`src/rtl/fp_pkg.sv`:
```
// rtl/fp_pkg.sv - shared types, defaults and helpers for the fp_sqrt_iter square-root unit
package fp_pkg;

    localparam int EXP_W_DEF = 8;
    localparam int MAN_W_DEF = 23;

    // Canonical quiet NaN for the single-precision default format
    localparam logic [31:0] QNAN_SP = 32'h7FC0_0000;

    typedef enum logic [2:0] {
        ZERO,
        NORM,
        INF,
        NAN,
        NEG
    } op_class_t;

    typedef enum logic [2:0] {
        IDLE,
        UNPACK,
        ITER,
        PACK,
        DONE
    } state_t;

    function automatic int bias(input int exp_w);
        return (1 << (exp_w - 1)) - 1;
    endfunction

endpackage

```
`src/rtl/fp_sqrt_iter_sqrt_core.sv`:
```
// rtl/fp_sqrt_iter_sqrt_core.sv - restoring square-root recurrence, one root bit per enabled cycle
module sqrt_core #(
    parameter int MAN_W = 23,
    localparam int N = MAN_W + 2
) (
    input  logic         clk,
    input  logic         reset,
    input  logic         load,
    input  logic         en,
    input  logic [N-1:0] radicand,
    output logic [N-2:0] root,
    output logic         rem_nonzero
);

    localparam int RW = N + 3;

    logic [2*N-1:0] x_q;
    logic [RW-1:0]  rem_q;
    logic [N-1:0]   root_q;
    logic [RW-1:0]  shifted;
    logic [RW-1:0]  trial;
    logic           ge;

    // Bring down the next radicand digit pair and try appending a 1 to the root
    always_comb begin
        shifted = {rem_q[RW-3:0], x_q[2*N-1:2*N-2]};
        trial   = {1'b0, root_q, 2'b01};
        ge      = (shifted >= trial);
    end

    always_ff @(posedge clk) begin
        if (reset) begin
            x_q    <= '0;
            rem_q  <= '0;
            root_q <= '0;
        end else if (load) begin
            x_q    <= {radicand, {N{1'b0}}};
            rem_q  <= '0;
            root_q <= '0;
        end else if (en) begin
            x_q    <= {x_q[2*N-3:0], 2'b00};
            rem_q  <= ge ? (shifted - trial) : shifted;
            root_q <= {root_q[N-2:0], ge};
        end
    end

    // The hidden bit is always 1 for a radicand in [1,4), so only fraction+guard leave
    assign root        = root_q[N-2:0];
    assign rem_nonzero = |rem_q;

endmodule

```
`src/rtl/fp_sqrt_iter.sv`:
```
// rtl/fp_sqrt_iter.sv - iterative IEEE-754 square root; FP_SQRT_RNE_EN selects round-to-nearest-even
module fp_sqrt_iter
    import fp_pkg::*;
#(
    parameter int EXP_W = EXP_W_DEF,
    parameter int MAN_W = MAN_W_DEF,
    localparam int W = 1 + EXP_W + MAN_W
) (
    input  logic         clk,
    input  logic         reset,
    input  logic         start,
    input  logic [W-1:0] A,
    output logic         busy,
    output logic         done,
    output logic [W-1:0] Out,
    output logic         invalid,
    output logic         inexact
);

    localparam int BIAS = bias(EXP_W);
    localparam int N    = MAN_W + 2;
    localparam int CW   = $clog2(N);
    localparam logic [CW-1:0] LAST = CW'(N - 1);
    localparam logic [W-1:0]  QNAN = {1'b0, {EXP_W{1'b1}}, 1'b1, {(MAN_W-1){1'b0}}};

    state_t          state_q, state_n;
    op_class_t       cls_q, cls_d;
    logic [W-1:0]    a_q;
    logic [EXP_W-1:0] exp_q;
    logic [CW-1:0]   cnt_q;
    logic [W-1:0]    out_q;
    logic            inv_q, inx_q;
    logic            accept;

    logic             a_sign;
    logic [EXP_W-1:0] a_exp;
    logic [MAN_W-1:0] a_frac;
    logic [EXP_W:0]   exp_sum;
    logic             e_odd;
    logic [N-1:0]     radicand;

    logic [MAN_W:0]   root;
    logic             sticky;
    logic [MAN_W-1:0] frac_t, frac_r;
    logic             guard;
    logic [W-1:0]     pack_out;
    logic             pack_inv, pack_inx;

    assign a_sign = a_q[W-1];
    assign a_exp  = a_q[W-2:MAN_W];
    assign a_frac = a_q[MAN_W-1:0];
    assign accept = start && (state_q == IDLE || state_q == DONE);

    always_ff @(posedge clk) begin
        if (reset) state_q <= IDLE;
        else       state_q <= state_n;
    end

    always_comb begin
        state_n = state_q;
        unique case (state_q)
            IDLE:    if (start) state_n = UNPACK;
            UNPACK:  state_n = ITER;
            ITER:    if (cnt_q == LAST) state_n = PACK;
            PACK:    state_n = DONE;
            DONE:    state_n = start ? UNPACK : IDLE;
            default: state_n = IDLE;
        endcase
    end

    // NaN is checked first so a negative NaN is not reported as invalid
    always_comb begin
        cls_d = NORM;
        if (a_exp == '1)      cls_d = (a_frac != '0) ? NAN : (a_sign ? NEG : INF);
        else if (a_exp == '0) cls_d = ZERO;
        else if (a_sign)      cls_d = NEG;
    end

    // BIAS is odd, so e+BIAS is odd exactly when the unbiased exponent is odd,
    // and (e+BIAS)>>1 equals floor(E/2)+BIAS directly.
    always_comb begin
        exp_sum  = {1'b0, a_exp} + (EXP_W+1)'(BIAS);
        e_odd    = exp_sum[0];
        radicand = e_odd ? {1'b1, a_frac, 1'b0} : {2'b01, a_frac};
    end

    sqrt_core #(
        .MAN_W(MAN_W)
    ) u_core (
        .clk        (clk),
        .reset      (reset),
        .load       (state_q == UNPACK),
        .en         (state_q == ITER),
        .radicand   (radicand),
        .root       (root),
        .rem_nonzero(sticky)
    );

    always_comb begin
        frac_t = root[MAN_W:1];
        guard  = root[0];
`ifdef FP_SQRT_RNE_EN
        frac_r = frac_t + {{(MAN_W-1){1'b0}}, guard & (sticky | frac_t[0])};
`else
        frac_r = frac_t;
`endif
        pack_out = {1'b0, exp_q, frac_r};
        pack_inv = 1'b0;
        pack_inx = guard | sticky;
        unique case (cls_q)
            ZERO: begin
                pack_out = {a_sign, {(W-1){1'b0}}};
                pack_inx = 1'b0;
            end
            INF: begin
                pack_out = {1'b0, {EXP_W{1'b1}}, {MAN_W{1'b0}}};
                pack_inx = 1'b0;
            end
            NAN: begin
                pack_out = QNAN;
                pack_inx = 1'b0;
            end
            NEG: begin
                pack_out = QNAN;
                pack_inv = 1'b1;
                pack_inx = 1'b0;
            end
            default: ;
        endcase
    end

    always_ff @(posedge clk) begin
        if (reset) begin
            a_q   <= '0;
            cls_q <= ZERO;
            exp_q <= '0;
            cnt_q <= '0;
            out_q <= '0;
            inv_q <= 1'b0;
            inx_q <= 1'b0;
        end else begin
            if (accept) a_q <= A;
            if (state_q == UNPACK) begin
                cls_q <= cls_d;
                exp_q <= exp_sum[EXP_W:1];
                cnt_q <= '0;
            end
            if (state_q == ITER) cnt_q <= cnt_q + 1'b1;
            if (state_q == PACK) begin
                out_q <= pack_out;
                inv_q <= pack_inv;
                inx_q <= pack_inx;
            end
        end
    end

    assign busy    = (state_q == UNPACK) || (state_q == ITER) || (state_q == PACK);
    assign done    = (state_q == DONE);
    assign Out     = out_q;
    assign invalid = inv_q;
    assign inexact = inx_q;

endmodule

```
`config.mk`:
```
export PLATFORM = sky130hd
export DESIGN_NAME = fp_sqrt_iter
export DESIGN_NICKNAME = d
export VERILOG_FILES = /design/src/rtl/fp_pkg.sv /design/src/rtl/fp_sqrt_iter_sqrt_core.sv /design/src/rtl/fp_sqrt_iter.sv
export SDC_FILE = /design/constraint.sdc
export NUM_CORES = 1
export LEC_CHECK = 0
export ABC_AREA = 1
export ABC_CLOCK_PERIOD_IN_PS = 5310
export BUFFER_PORTS_ARGS = -buffer_cell sky130_fd_sc_hd__buf_4
export CORE_UTILIZATION = 60
export DETAILED_ROUTE_END_ITERATION = 10
export PLACE_DENSITY = 0.91
export SETUP_SLACK_MARGIN = 0.2
export SKIP_CTS_REPAIR_TIMING = 1
export SLEW_MARGIN = 10
export SYNTH_ARGS = -nofsm -noshare
export SYNTH_HDL_FRONTEND = slang
export SYNTH_HIERARCHICAL = 1
export SYNTH_SLANG_ARGS = --single-unit
```
`constraint.sdc`:
```
create_clock -name clk -period 5.31 [get_ports clk]
set_clock_uncertainty 0.1 [all_clocks]
set_input_delay 1.593 -clock clk [delete_from_list [all_inputs] [get_ports clk]]
set_output_delay 1.593 -clock clk [all_outputs]
set_load 0.005 [all_outputs]
```
==> results.py <==
metrics = {
    "floorplan": {
        "io_pins": 71,
        "num_rows": 45,
        "die_area_um2": 16200,
        "start_util_pct": 61.8,
        "die_x_um": 127,
        "die_h_um": 127,
        "core_um2": 15300,
    },
    "global_route": {
        "grt_pass1_wl_um": 41600,
        "antenna_found_initial": 0,
        "grt_pass1_vias": 8547,
        "gr-total-overflow": 0,
        "grt_max_degree": 65,
        "grtUsageTotal_pct": 32.0,
    },
    "timing": {
        "period_needed_ps": 3090,
        "slew-limit-headroom_pct": 39.8,
        "rsz0062_at_grt": "no",
        "fmax_mhz": 324,
        "tightest_slew_ps": 900,
        "drv_slew": 0,
        "setup_viol_count_final": 0,
        "hold_viol": 0,
        "fin_crit_sh_pct": 58.2,
        "tns_ps": 0,
    },
    "placed_design": {
        "hpwl_um": 17700,
        "gp_congestion": 1.02,
        "placed_area_um2": 9760,
        "portBuffers": 70,
    },
    "min_path": {
        "hp-class": "reg2reg",
        "hp-start": "cnt_q[4]",
    },
    "clocking": {
        "cts_sinks": 163,
        "clk_latency_ps": 420,
        "numCtsBuffers": 17,
        "cts_tree": "built",
        "clockBufferDepth": 2,
        "clk_pin_slew_ps": 60,
        "h-tree-depth": 4,
        "cts_root_buf": "clkbuf_16",
    },
    "final_layout": {
        "final_cell_area_um2": 10400,
        "fin_nets": 1519,
        "antenna_cells": 0,
        "drive_gt1_share_pct": 11.2,
        "areaGrowthSynthToFinish_pct": 9.72,
    },
    "logic_synthesis": {
        "synthAdderAreaFrac_pct": 4.24,
        "ys_seq_elements": 163,
        "ys_warn_count": 6,
        "synth_cell_types": 43,
        "synth_mux_area_share_pct": 0,
        "synthesis.area_um2": 9440,
        "yosys-top-cells-area": "dfxtp_1, nand2_1, a21oi_1, inv_1, nor2_1",
        "synth_compound_area_share_pct": 15.0,
        "netlist_instances": 1442,
        "yosysSeqAreaShare_pct": 34.6,
        "synth.avg_cell_area_um2": 6.54,
        "synth_top_family_by_area": "simple AND/OR/NAND/NOR gates",
        "synth_area_leader_cell": "dfxtp_1",
        "synthXorXnorAreaFrac_pct": 1.11,
        "yosys.area_share.simple_pct": 32.7,
        "netlist.area_leader.share_pct": 34.6,
        "synth_nets": 1509,
    },
    "critical_path": {
        "cp.arrival_ps": 3320,
        "path_max_fanout": 36,
        "r2r-start": "u_core/root_q[21]",
        "path_class": "in2reg",
        "start_kind": "input pin",
        "cp-startpoint": "reset",
        "end_kind": "register",
        "worstPathRequired_ps": 5540,
    },
    "drt": {
        "ant_nets": 0,
        "drt_wl_total_um": 25400,
        "drcViolationCount": 0,
        "dr.pass1.iters": 8,
        "drt_first_iter_violations": 1072,
        "wl_per_cell_um": 15.2,
        "vias": 9504,
        "via_per_inst": 5.67,
    },
    "outcome": {
        "status": "finished, final reports clean",
    },
    "run": {
        "cap_viol_max_count": 0,
    },
}
-- critical path, stage by stage --
cell	delay [ps]
buf_4	230
nor2_1	150
buf_4	250
clkinv_1	690
a21oi_1	370
-- per-stage QoR --
step	hold slack (ps)	std cells	util, %	worst slack [ps]
2_1_floorplan	333	1442	-	2690
3_3_place_gp	347	1644	64.0	1980
3_5_place_dp	355	1644	64.0	1870
4_1_cts	369	1676	67.8	2280
5_1_grt	387	1676	67.8	2130
6_report	369	1676	67.8	2220
-- synth_stat cells, drive strengths merged --
cell type,number
ha,32
a21boi,2
a21o,1
nand2,439
buf,50
dfxtp,163
a31o,1
nand3b,9
clkinv,4
nor3,26
o21ai,92
a21oi,132
o221ai,19
and2,3
o31ai,1
nand4,9
nor2,146
a31oi,8
xnor2,9
nand3,80
xor2,3
inv,171
clkbuf,34
nor4,5
a211oi,3
-- final timing paths --
| check | to | slack [ps] | depth (start not counted) |
|---|---|---|---|
| worst max register to register | u_core/rem_q[16] | 2400 | 12 |
| worst min-delay path | cnt_q[4] | 370 | 1 |
| worst min register to register | cnt_q[4] | 370 | 1 |
| worst max-delay path | u_core/rem_q[7] | 2220 | 5 |
-- cell type report --
type	count	area, µm²
clock buffer	23	488
sequential	163	3260
multi-input combinational	1020	5010
fill	1280	4910
inverter	175	657
timing repair buffer	75	563
tap	211	264
clock inverter	9	103
-- state kept, by name, indices dropped and copies added, names as in the netlist --
signal and flops:
Out 32, a_q 32, u_core/rem_q 28, u_core/root_q 25
u_core/x_q 25, exp_q 8, cnt_q 5, cls_q 3
state_q 3, inexact 1, invalid 1
-- layer usage --
layer	wire length, µm	global-route usage [%]
met1	11200	43.9
met2	11400	49.1
met3	2140	6.28
met4	714	13.2
met5	0	0
-- kinds of logic (layout without fill, tap and decap cells) --
group                    count (synthesis)  count (layout)
XOR/XNOR                                12              12
buffers and inverters                  259             282
AO/OA/AOI/OAI                          259             259
adder cells (fa/ha/maj)                 32              32
AND/OR/NAND/NOR                        717             717
flip-flops                             163             163
-- cell usage in the layout, fill, tap and decap left out, types with 19 or more instances in the layout --
cell type / count
ha_1: 32
a21oi_1: 130
dfxtp_1: 163
inv_1: 153
nand3_1: 68
nor2_1: 136
o221ai_1: 19
buf_4: 75
nand2_1: 426
nor3_1: 25
o21ai_0: 88
Power is not shown: default switching activity piles up to over one toggle a cycle in this logic, so the estimate is an artifact.
